===== config.mk =====
export PLATFORM = sky130hd
export DESIGN_NAME = seg7_display_arbiter
export DESIGN_NICKNAME = d
export VERILOG_FILES = /design/src/rtl/seg7_pkg.sv /design/src/rtl/seg7_decoder.sv /design/src/rtl/seg7_display_arbiter.sv
export SDC_FILE = /design/constraint.sdc
export NUM_CORES = 1
export LEC_CHECK = 0
export ABC_AREA = 1
export CORE_ASPECT_RATIO = 1.75
export CORE_MARGIN = 2
export CORE_UTILIZATION = 53
export CTS_BUF_LIST = sky130_fd_sc_hd__clkbuf_4 sky130_fd_sc_hd__clkbuf_8
export DETAILED_ROUTE_END_ITERATION = 7
export HOLD_SLACK_MARGIN = 0.12
export PLACE_DENSITY = 0.95
export SLEW_MARGIN = 5
export SYNTH_ARGS = -nofsm -noshare
export SYNTH_HDL_FRONTEND = slang
export SYNTH_SLANG_ARGS = --single-unit

===== constraint.sdc =====
create_clock -name clk -period 9 [get_ports clk]
set_input_delay 1.8 -clock clk [delete_from_list [all_inputs] [get_ports clk]]
set_output_delay 1.8 -clock clk [all_outputs]
set_load 0.005 [all_outputs]

===== src/rtl/seg7_pkg.sv =====
// seg7_pkg: shared definitions for the seven-segment display arbiter.
//   - digit codes for the non-numeric glyphs
//   - arbiter state encoding
//   - active-low segment patterns, bit 0 = segment a ... bit 6 = segment g
package seg7_pkg;

    localparam logic [3:0] DIGIT_A     = 4'd10;
    localparam logic [3:0] DIGIT_L     = 4'd11;
    localparam logic [3:0] DIGIT_O     = 4'd12;
    localparam logic [3:0] DIGIT_H     = 4'd13;
    localparam logic [3:0] DIGIT_DASH  = 4'd14;
    localparam logic [3:0] DIGIT_BLANK = 4'd15;

    typedef enum logic [1:0] {
        ST_IDLE = 2'd0,
        ST_HOLD = 2'd1,
        ST_OPEN = 2'd2
    } arb_state_e;

    localparam logic [6:0] SEG_0     = 7'h40;
    localparam logic [6:0] SEG_1     = 7'h79;
    localparam logic [6:0] SEG_2     = 7'h24;
    localparam logic [6:0] SEG_3     = 7'h30;
    localparam logic [6:0] SEG_4     = 7'h19;
    localparam logic [6:0] SEG_5     = 7'h12;
    localparam logic [6:0] SEG_6     = 7'h02;
    localparam logic [6:0] SEG_7     = 7'h78;
    localparam logic [6:0] SEG_8     = 7'h00;
    localparam logic [6:0] SEG_9     = 7'h10;
    localparam logic [6:0] SEG_A     = 7'h08;
    localparam logic [6:0] SEG_L     = 7'h47;
    localparam logic [6:0] SEG_O     = 7'h40;
    localparam logic [6:0] SEG_H     = 7'h09;
    localparam logic [6:0] SEG_DASH  = 7'h3F;
    localparam logic [6:0] SEG_BLANK = 7'h7F;

endpackage


===== src/rtl/seg7_decoder.sv =====
// seg7_decoder: combinational digit code to active-low segment pattern.
// Ports:
//   i_code   [3:0] digit code (0-9, A, L, O, H, dash, blank)
//   o_seg_c  [6:0] active-low segments, bit 0 = a ... bit 6 = g
module seg7_decoder
    import seg7_pkg::*;
(
    input  logic [3:0] i_code,
    output logic [6:0] o_seg_c
);

    always_comb begin
        o_seg_c = SEG_BLANK;
        case (i_code)
            4'd0:        o_seg_c = SEG_0;
            4'd1:        o_seg_c = SEG_1;
            4'd2:        o_seg_c = SEG_2;
            4'd3:        o_seg_c = SEG_3;
            4'd4:        o_seg_c = SEG_4;
            4'd5:        o_seg_c = SEG_5;
            4'd6:        o_seg_c = SEG_6;
            4'd7:        o_seg_c = SEG_7;
            4'd8:        o_seg_c = SEG_8;
            4'd9:        o_seg_c = SEG_9;
            DIGIT_A:     o_seg_c = SEG_A;
            DIGIT_L:     o_seg_c = SEG_L;
            DIGIT_O:     o_seg_c = SEG_O;
            DIGIT_H:     o_seg_c = SEG_H;
            DIGIT_DASH:  o_seg_c = SEG_DASH;
            default:     o_seg_c = SEG_BLANK;
        endcase
    end

endmodule


===== src/rtl/seg7_display_arbiter.sv =====
// seg7_display_arbiter: grants the 8-digit seven-segment display to one of
// NUM_REQ clients with a minimum hold time, buffers the owner's frame and
// drives the multiplexed digit scan.
// Optional feature: SEG7_ARB_ROUND_ROBIN_EN selects round-robin arbitration
// (default build is fixed priority, lowest index wins).
// Ports:
//   clk, rst          clock, asynchronous active-high reset
//   req     [N-1:0]   per-client request levels
//   frame   [N*32-1:0] per-client digit codes, digit k at [4k+3:4k]
//   dp_mask [N*8-1:0] per-client decimal-point enables
//   grant   [N-1:0]   one-hot owner, zero when idle
//   busy              any client owns the display
//   SEG[6:0], DP, AN[7:0]  active-low display pins (registered)
module seg7_display_arbiter
    import seg7_pkg::*;
#(
    parameter int unsigned NUM_REQ         = 4,
    parameter int unsigned MIN_HOLD_CYCLES = 50_000_000,
    parameter int unsigned SCAN_BITS       = 20
) (
    input  logic                 clk,
    input  logic                 rst,
    input  logic [NUM_REQ-1:0]   req,
    input  logic [NUM_REQ*32-1:0] frame,
    input  logic [NUM_REQ*8-1:0] dp_mask,
    output logic [NUM_REQ-1:0]   grant,
    output logic                 busy,
    output logic [6:0]           SEG,
    output logic                 DP,
    output logic [7:0]           AN
);

    localparam int unsigned IDX_W     = $clog2(NUM_REQ);
    localparam int unsigned HOLD_W    = (MIN_HOLD_CYCLES == 0) ? 1 : $clog2(MIN_HOLD_CYCLES + 1);
    // A zero hold still spends one cycle in HOLD (counter value 0).
    localparam int unsigned HOLD_LAST = (MIN_HOLD_CYCLES == 0) ? 0 : MIN_HOLD_CYCLES - 1;

    arb_state_e           r_state, w_state_nxt;
    logic [NUM_REQ-1:0]   r_grant;
    logic [IDX_W-1:0]     r_owner;
    logic                 r_busy;
    logic [HOLD_W-1:0]    r_hold, w_hold_nxt;
    logic [SCAN_BITS-1:0] r_refresh;
    logic [7:0][3:0]      r_digits;
    logic [7:0]           r_buf_dp;
    logic [6:0]           r_seg;
    logic                 r_dp_pin;
    logic [7:0]           r_an;

    logic [IDX_W-1:0]     w_win_idx;
    logic                 w_win_vld;
    logic                 w_take;
    logic                 w_release;
    logic [31:0]          w_own_frame;
    logic [7:0]           w_own_dp;
    logic [2:0]           w_digit;
    logic [6:0]           w_seg_dec;

`ifdef SEG7_ARB_ROUND_ROBIN_EN
    logic [IDX_W-1:0]     r_last;

    // Rotating search from the slot after the last owner; the loop runs
    // farthest-first so the nearest requester overwrites the result.
    always_comb begin
        w_win_idx = '0;
        w_win_vld = 1'b0;
        for (int k = int'(NUM_REQ); k >= 1; k--) begin
            if (req[IDX_W'((int'(r_last) + k) % int'(NUM_REQ))]) begin
                w_win_idx = IDX_W'((int'(r_last) + k) % int'(NUM_REQ));
                w_win_vld = 1'b1;
            end
        end
    end

    always_ff @(posedge clk or posedge rst) begin
        if (rst) begin
            r_last <= IDX_W'(NUM_REQ - 1);
        end else if (w_take) begin
            r_last <= w_win_idx;
        end
    end
`else
    // Fixed priority: lowest requesting index wins.
    always_comb begin
        w_win_idx = '0;
        w_win_vld = 1'b0;
        for (int k = int'(NUM_REQ) - 1; k >= 0; k--) begin
            if (req[IDX_W'(k)]) begin
                w_win_idx = IDX_W'(k);
                w_win_vld = 1'b1;
            end
        end
    end
`endif

    // Next-state logic. While the owner keeps requesting, the winner can only
    // differ from the owner if someone ahead of it (priority or rotation) asks.
    always_comb begin
        w_state_nxt = r_state;
        w_hold_nxt  = r_hold;
        w_take      = 1'b0;
        w_release   = 1'b0;
        case (r_state)
            ST_IDLE: begin
                if (w_win_vld) begin
                    w_take      = 1'b1;
                    w_state_nxt = ST_HOLD;
                end
            end
            ST_HOLD: begin
                if (!req[r_owner]) begin
                    w_release = 1'b1;
                end else if (r_hold == HOLD_W'(HOLD_LAST)) begin
                    w_state_nxt = ST_OPEN;
                end else begin
                    w_hold_nxt = r_hold + HOLD_W'(1);
                end
            end
            ST_OPEN: begin
                if (!req[r_owner]) begin
                    w_release = 1'b1;
                end else if (w_win_vld && (w_win_idx != r_owner)) begin
                    w_take      = 1'b1;
                    w_state_nxt = ST_HOLD;
                end
            end
            default: w_state_nxt = ST_IDLE;
        endcase
        // Release hands over directly when someone else is waiting.
        if (w_release) begin
            if (w_win_vld) begin
                w_take      = 1'b1;
                w_state_nxt = ST_HOLD;
            end else begin
                w_state_nxt = ST_IDLE;
            end
        end
    end

    // Current owner's frame and dp mask.
    always_comb begin
        w_own_frame = frame[31:0];
        w_own_dp    = dp_mask[7:0];
        for (int k = 0; k < int'(NUM_REQ); k++) begin
            if (r_owner == IDX_W'(k)) begin
                w_own_frame = frame[k*32 +: 32];
                w_own_dp    = dp_mask[k*8 +: 8];
            end
        end
    end

    // Arbiter state, grant and hold counter.
    always_ff @(posedge clk or posedge rst) begin
        if (rst) begin
            r_state <= ST_IDLE;
            r_grant <= '0;
            r_owner <= '0;
            r_busy  <= 1'b0;
            r_hold  <= '0;
        end else begin
            r_state <= w_state_nxt;
            if (w_take) begin
                r_owner <= w_win_idx;
                r_grant <= NUM_REQ'(1) << w_win_idx;
                r_busy  <= 1'b1;
                r_hold  <= '0;
            end else if (w_state_nxt == ST_IDLE) begin
                r_grant <= '0;
                r_busy  <= 1'b0;
                r_hold  <= '0;
            end else begin
                r_hold  <= w_hold_nxt;
            end
        end
    end

    // Frame buffer: blanked as the arbiter goes idle, else tracks the owner.
    always_ff @(posedge clk or posedge rst) begin
        if (rst) begin
            r_digits <= {8{DIGIT_BLANK}};
            r_buf_dp <= '0;
        end else if (w_state_nxt == ST_IDLE) begin
            r_digits <= {8{DIGIT_BLANK}};
            r_buf_dp <= '0;
        end else if (|r_grant) begin
            r_digits <= w_own_frame;
            r_buf_dp <= w_own_dp;
        end
    end

    assign w_digit = r_refresh[SCAN_BITS-1 -: 3];

    seg7_decoder u_decoder (
        .i_code  (r_digits[w_digit]),
        .o_seg_c (w_seg_dec)
    );

    // Free-running scan and registered pins.
    always_ff @(posedge clk or posedge rst) begin
        if (rst) begin
            r_refresh <= '0;
            r_seg     <= SEG_BLANK;
            r_dp_pin  <= 1'b1;
            r_an      <= 8'hFF;
        end else begin
            r_refresh <= r_refresh + SCAN_BITS'(1);
            r_seg     <= w_seg_dec;
            r_dp_pin  <= ~r_buf_dp[w_digit];
            r_an      <= ~(8'd1 << w_digit);
        end
    end

    assign grant = r_grant;
    assign busy  = r_busy;
    assign SEG   = r_seg;
    assign DP    = r_dp_pin;
    assign AN    = r_an;

endmodule


* After elaboration in Yosys (flattened, before gate mapping)
Memory sizes are Yosys's and may differ from the RTL's. A register that Yosys moved wholly into a read port is not among the register bits.
Index checks and enable logic that the tools add are counted.
** Storage, ports and cells
- Bits in registers :: 104
- Memory bits (read-only) :: 112
- Input port bits :: 166
- Output and inout bits :: 21
- Logic and storage cells :: 89
- Memories kept :: 1
** Cells by class
- Add/subtract/negate cells :: 2
- $lt $le $gt $ge :: 2
- Equality and inequality tests :: 8
- Shift operators :: 2
- Muxes and demuxes :: 45
- Bitwise gates (word level) :: 2
- Reductions and logical operators :: 10
** Memory list
- (no name shown) :: words 16, width 7, rd ports 1, clocked after Yosys merged registers in 1, write ports 0, RTL line seg7_decoder.sv:14 : case (i_code)
** Operator list (count)
- $mux 32 :: 5
- $mux 26 :: 5
- $mux 8 :: 5
- $add 26x1->26 const B :: 1
- $eq 26x26->1 const B :: 1
- $add 20x1->20 const B :: 1
- $mux 2 :: 8
- $mux 1 :: 14
- $bmux 4 s3 :: 1
- $mux 4 :: 3
- $not 8->8 :: 1
- $shl 1x3->8 const A :: 1
- $eq 2x2->1 const B :: 3
- $pmux 2 s3 :: 1
- $reduce_bool 3->1 :: 2
- $eq 2x1->1 const B :: 2
- $logic_not 2->1 :: 2
- $lt 3x4->1 const B :: 1
- $reduce_bool 2->1 :: 2
- $reduce_or 4->1 :: 1
- $shl 1x2->4 const A :: 1
- $bmux 1 s3 :: 1
- $lt 2x3->1 const B :: 1
- $ne 3x2->1 const B :: 1
- 7 further kinds :: 7

* Longest topological paths before layout
- Word-level depth :: 11
- Mapped depth :: 12

* Hierarchy
A second synthesis with hierarchy kept.
** Second synthesis, totals
- Cells, all modules :: 756
- Area, all modules :: 5949.5 um^2
** Modules (own cells, without submodules)
- seg7_display_arbiter :: times used 1, cells each 705, area an instance 5693.0 um^2
- seg7_decoder :: times used 1, cells each 51, area an instance 256.5 um^2

* Least setup slack after synthesis
Ideal clock, no wire load.
- Kind :: input -> register
- From :: input req[0]
- To :: register r_hold[20]
- Arrival :: 2748 ps
- Required time :: 8877 ps
- Path slack :: 6129 ps
- Stages :: 10
- Path through :: inv_1 -> o21ai_4 -> inv_4 -> nor2_8 -> inv_1 -> a21oi_2 -> buf_2 -> nand3_1 -> nand2_1 -> nor2_1
** On the way
- Longest elaborated chain between the ends :: 10
- Elaborated cells on any way between the ends :: 28
- Classes of those cells :: 2 x eq/ne; 21 x mux; 5 x reduce/logical
** RTL lines
- start, declared :: RTL line seg7_display_arbiter.sv:23 : input logic [NUM_REQ-1:0] req,
- $mux 2 :: RTL line seg7_display_arbiter.sv:88 : if (req[IDX_W'(k)]) begin
- $ne 2x2->1 :: RTL line seg7_display_arbiter.sv:122 : end else if (w_win_vld && (w_win_idx != r_owner)) begin
- $logic_and 1x1->1 :: RTL line seg7_display_arbiter.sv:122
- $mux 2 or $mux 1 (tied branches) :: RTL line seg7_display_arbiter.sv:122
- $mux 2 or $mux 1 (tied branches) :: RTL line seg7_display_arbiter.sv:120 : if (!req[r_owner]) begin
- $pmux 2 s3 or $pmux 1 s2 (tied branches) :: RTL line seg7_display_arbiter.sv:103 : case (r_state)
- $mux 2 or $mux 1 (tied branches) :: RTL line seg7_display_arbiter.sv:130, seg7_display_arbiter.sv:131
- $logic_not 2->1 or $mux 1 (tied branches) :: RTL line seg7_display_arbiter.sv:167, seg7_display_arbiter.sv:130
- $ne 3x2->1 (no source line) (tied with other cells)
- $reduce_and 3->1 (no source line) or $mux 26 (tied branches)
- end signal, assigned :: RTL line seg7_display_arbiter.sv:172 : r_hold <= w_hold_nxt;
- end, declared :: RTL line seg7_display_arbiter.sv:42 : logic [HOLD_W-1:0] r_hold, w_hold_nxt;
Parallel ways exist; a longest one is shown, timed or not. The select of a mux whose other input is x is not followed.
A chain may end at the register's enable or synchronous reset.

* Final worst setup path
- From :: input req[0]
- To :: register r_owner[0]
** On the way
- Longest elaborated chain between the ends :: 8
- Elaborated cells on any way between the ends :: 14
- Classes of those cells :: 1 x eq/ne; 12 x mux; 1 x reduce/logical
** RTL lines
- $mux 2 :: RTL line seg7_display_arbiter.sv:88
- $ne 2x2->1 :: RTL line seg7_display_arbiter.sv:122
- $logic_and 1x1->1 :: RTL line seg7_display_arbiter.sv:122
- $mux 1 :: RTL line seg7_display_arbiter.sv:122
- $mux 1 :: RTL line seg7_display_arbiter.sv:120
- $pmux 1 s2 :: RTL line seg7_display_arbiter.sv:103
- $mux 1 :: RTL line seg7_display_arbiter.sv:131 : if (w_win_vld) begin
- $mux 1 :: RTL line seg7_display_arbiter.sv:130 : if (w_release) begin
- end signal, assigned :: RTL line seg7_display_arbiter.sv:163 : r_owner <= w_win_idx;
- end, declared :: RTL line seg7_display_arbiter.sv:40 : logic [IDX_W-1:0] r_owner;
Parallel ways exist; a longest one is shown, timed or not. The select of a mux whose other input is x is not followed.

==> impl.org <==
** Run status
- The flow ran to the end, and the final reports show no timing, DRC or antenna violations.

** Synth
- Yosys printed 0 warnings.
- Post-synth EDFFs :: 0
- In the synthesized netlist the dominant register cell turns out to be sky130_fd_sc_hd__dfrtp_1.
- Of all flip-flops after synthesis, the portion carrying an async set or reset was 1.00.
- The synthesized netlist occupies a cell area of 6110 um2.
- A synthesized cell averages 7.81 um2.
- Number of synthesized register bits :: 108
- Of the post-synthesis cell area, the dominant cell type holds 0.246.
- After synthesis, the netlist uses 42 different library cells.
- Dominant cell type by area after synthesis :: sky130_fd_sc_hd__dfrtp_1
- Post-Synthesis Cells :: around 780
- Main area contributors after synthesis :: sky130_fd_sc_hd__dfrtp_1 25%, sky130_fd_sc_hd__dfstp_2 21%, sky130_fd_sc_hd__nand2_1 15%
- For this run, the register share of the synthesized area comes to 0.452.

** Global route
- In the global route stage, met1 resource usage came out at 0.295.
- For this run, global-route usage on met3 was measured as 0.0442.
- In the global route stage, overall resource usage came out at 0.279.
- Vias in the first global route :: 5,702
- Routing layer with the top usage in global route :: met2
- The initial antenna violation count was 0.
- Summed over all layers, the global routing overflow is 0.
- Entering global routing, the biggest net connects about 80 pins.
- Global Route met2 Usage :: 0.513
- Global-route wire length before repair :: 27,400 um

** STA
- Slew headroom :: 0.358
- The number of endpoints with negative hold slack in the final report came to 0.
- Count of final max-slew check failures :: 0
- Final setup vio count :: 0
- In the finished design, the share of the clock period the worst path needs comes to 0.388.
- Transition time of the tightest slew-check pin :: 0.962 ns
- Final hold analysis gives a worst-case slack of 0.460 ns.
- Setup repair after global routing left no endpoint under its margin.
- After layout, the minimum clock period comes to between 3 and 4 ns.
- Timing would allow up to 0.286 GHz.
- On the final layout, the worst clock skew is roughly 0.017 ns.
- Final total negative setup slack :: 0 ns

** Critical path
- On the critical path, the stage with the largest delay is an instance of sky130_fd_sc_hd__a21oi_2.
- Critical Path End Type :: flip-flop
- Longest individual stage delay on the worst path :: 0.74 ns
- Traced cell by cell, the critical path runs through clkdlybuf4s50_1, inv_1, o21ai_4, inv_4, a21oi_2, inv_1, nand2_1, o21ai_0.
- The critical path in this run is classified as input pin to flip-flop.
- Critical path data required time :: just over 9 ns
- Crit-path max FO :: 18
- In this design, the critical path's most frequently occurring cell is sky130_fd_sc_hd__inv_1.
- Data on the critical path arrives at its endpoint at around 3.7 ns.
- The worst setup path is launched from an input pin.

** Clocking
- Number of buffers created by CTS :: 9
- Clock latency reported for the late side of the worst-skew pair :: 0.38 ns
- Count of H-tree levels built during CTS :: 3
- Clock Pin Slew Worst Setup and Hold Paths :: 0.10 ns
- Clock sinks :: 108
- The number of hold buffers added after CTS was 0.
- CTS Root Buffer Type :: sky130_fd_sc_hd__clkbuf_8
- CTS tree :: yes
- After clock tree synthesis, the setup repair step added 0 buffers.
- Post-CTS repair changed the size of 0 cells.
- Bufs on Longest Clock Path :: 2

** Power
- Lkg Pwr :: ~0.0034 uW
- Power comes to 1590 uW.
- Total power divided by cell area :: 215 nW/um2
- Worst vdd rail ir drop :: around 0.00016 V

** Cells and area
- The count of cells in the finished layout, fillers not included, comes to 1,012.
- The area growth from synthesis to layout is 21.0%.
- For this run, the post-layout net count is 1,052.
- ANT cells :: 0
- Share of cells above drive strength 1 :: 0.125

** Placement
- Routability-driven placement finished with a final weighted congestion of between 0.9 and 1.
- Port buffering added 102 buffers.
- Once placement completed, the tool counted placed cells totaling 996.
- After legalization and detailed placement, the total HPWL measured ~12,000 um.

** Floorplanning
- Die Area :: 12,400 um2
- For this configuration, the core starts out at a cell density of 0.547.
- The die is 85.1 um wide.
- The floorplan step set the die height to 146 um.
- Num ports :: 187
- Number of standard-cell rows in the floorplan :: 51
- Floorplan core area :: ~11,000 um2

** Routing
- Dividing the detail-routed wire length by the instance count gives 16.9 um.
- Final antenna-violating net count :: 0
- Via/cell ratio :: about 5.6
- Vias after detailed routing :: 5,700
- For this block, the initial DRC count from the detailed router was around 420.
- The final layout contains routed wiring with a total length of roughly 17,000 um.
- Number of remaining DRC errors :: 0
- The first detailed-routing pass ran for 6 iterations.

** Run
- Across the run, the number of max-cap violations was 0.

** Worst hold path
- Path type of the worst min-delay path :: flip-flop to flip-flop
==> metal layers <==
| layer | up-vias | share of wire | wire length [um] |
|---|---|---|---|
| met5 | - | 0 | 0 |
| met4 | 0 | 0.053 | 896 |
| met3 | 59 | 0.056 | 955 |
| met2 | 221 | 0.54 | 9260 |
| met1 | 2717 | 0.35 | 5950 |
| li1 | 2703 | - | - |
==> cell usage after synthesis (7+ instances only) <==
cell	count
sky130_fd_sc_hd__a21oi_1	14
sky130_fd_sc_hd__a31oi_1	16
sky130_fd_sc_hd__a32oi_1	16
sky130_fd_sc_hd__clkbuf_1	16
sky130_fd_sc_hd__dfrtp_1	60
sky130_fd_sc_hd__dfstp_2	48
sky130_fd_sc_hd__ha_1	11
sky130_fd_sc_hd__inv_1	61
sky130_fd_sc_hd__nand2_1	252
sky130_fd_sc_hd__nand2_2	8
sky130_fd_sc_hd__nand3_1	44
sky130_fd_sc_hd__nand4_1	13
sky130_fd_sc_hd__nor2_1	111
sky130_fd_sc_hd__nor3_1	7
sky130_fd_sc_hd__o21ai_0	16
sky130_fd_sc_hd__xor2_1	24
==> worst max-delay path, delay by kind of cell <==
family                 cells  cell delay, ns
and+or+nand+nor            1            0.12
AOI/OAI and AO/OA          3            1.00
buffers and inverters      4            0.81
==> area by class of cell <==
cell class                      instances  area (um2)
Fill cell                             885        3780
Clock inverter                          6        62.6
Inverter                               69         272
Tap cell                              132         165
Sequential cell                       108        2760
Timing Repair Buffer                  106        1050
Clock buffer                           10         131
Multi-Input combinational cell        581        2950
==> state kept, by name, summed over array words and instances (netlist names) <==
register	cells
AN	8
DP	1
SEG	7
busy	1
grant	2
r_buf_dp	8
r_digits	32
r_hold	26
r_owner	1
r_refresh	20
r_state	2
==> layout by cell type, fill, tap and decap left out, types with 5 or more instances in the layout <==
| cell | synthesis | routed |
|---|---|---|
| sky130_fd_sc_hd__nand2_1 | 252 | 252 |
| sky130_fd_sc_hd__nor2_1 | 111 | 110 |
| sky130_fd_sc_hd__clkdlybuf4s50_1 | 0 | 102 |
| sky130_fd_sc_hd__inv_1 | 61 | 60 |
| sky130_fd_sc_hd__dfrtp_1 | 60 | 60 |
| sky130_fd_sc_hd__dfstp_2 | 48 | 48 |
| sky130_fd_sc_hd__nand3_1 | 44 | 44 |
| sky130_fd_sc_hd__xor2_1 | 24 | 24 |
| sky130_fd_sc_hd__o21ai_0 | 16 | 16 |
| sky130_fd_sc_hd__a31oi_1 | 16 | 16 |
| sky130_fd_sc_hd__a32oi_1 | 16 | 16 |
| sky130_fd_sc_hd__a21oi_1 | 14 | 14 |
| sky130_fd_sc_hd__nand4_1 | 13 | 13 |
| sky130_fd_sc_hd__ha_1 | 11 | 11 |
| sky130_fd_sc_hd__clkbuf_8 | 0 | 9 |
| sky130_fd_sc_hd__nand2_2 | 8 | 8 |
| sky130_fd_sc_hd__nor2_2 | 5 | 6 |
| sky130_fd_sc_hd__nor3_1 | 7 | 6 |
| sky130_fd_sc_hd__inv_2 | 5 | 5 |
| sky130_fd_sc_hd__nand2_4 | 5 | 5 |
==> cells by family after synthesis <==
family | synth area share
simple gates | 0.322
flops | 0.452
buf+inv | 0.0668
compound gates | 0.0889
xor+xnor | 0.0402
fa+ha+maj | 0.0225
mux | 0.00656
other cells | 0.000614
==> power by group <==
group	switching (uW)	internal, uW
registers	58.3	664
clock network	172	132
logic	352	209
==> path summary, 6_finish.rpt <==
kind	from	endpoint	slack, ns	cells past startpoint
min in group asynchronous	rst	r_refresh[2]	1.76	2
worst min-delay path	r_refresh[0]	r_refresh[0]	0.46	1
worst max register to register	r_state[0]	r_buf_dp[2]	6.40	7
worst min register to register	r_refresh[0]	r_refresh[0]	0.46	1
max in group asynchronous	rst	r_refresh[5]	5.96	3
worst max-delay path	req[0]	r_owner[0]	5.51	8
==> stage by stage <==
| step | instance area (um2) | utilization | setup WS [ns] |
|---|---|---|---|
| after floorplan | 6110 | - | 4.43 |
| after global placement | 7200 | 0.644 | 5.24 |
| after detailed placement | 7200 | 0.644 | 5.19 |
| after CTS | 7390 | 0.662 | 5.55 |
| after global routing | 7390 | 0.662 | 5.43 |
| final | 7390 | 0.662 | 5.51 |
(Power assumes the default switching activity.)
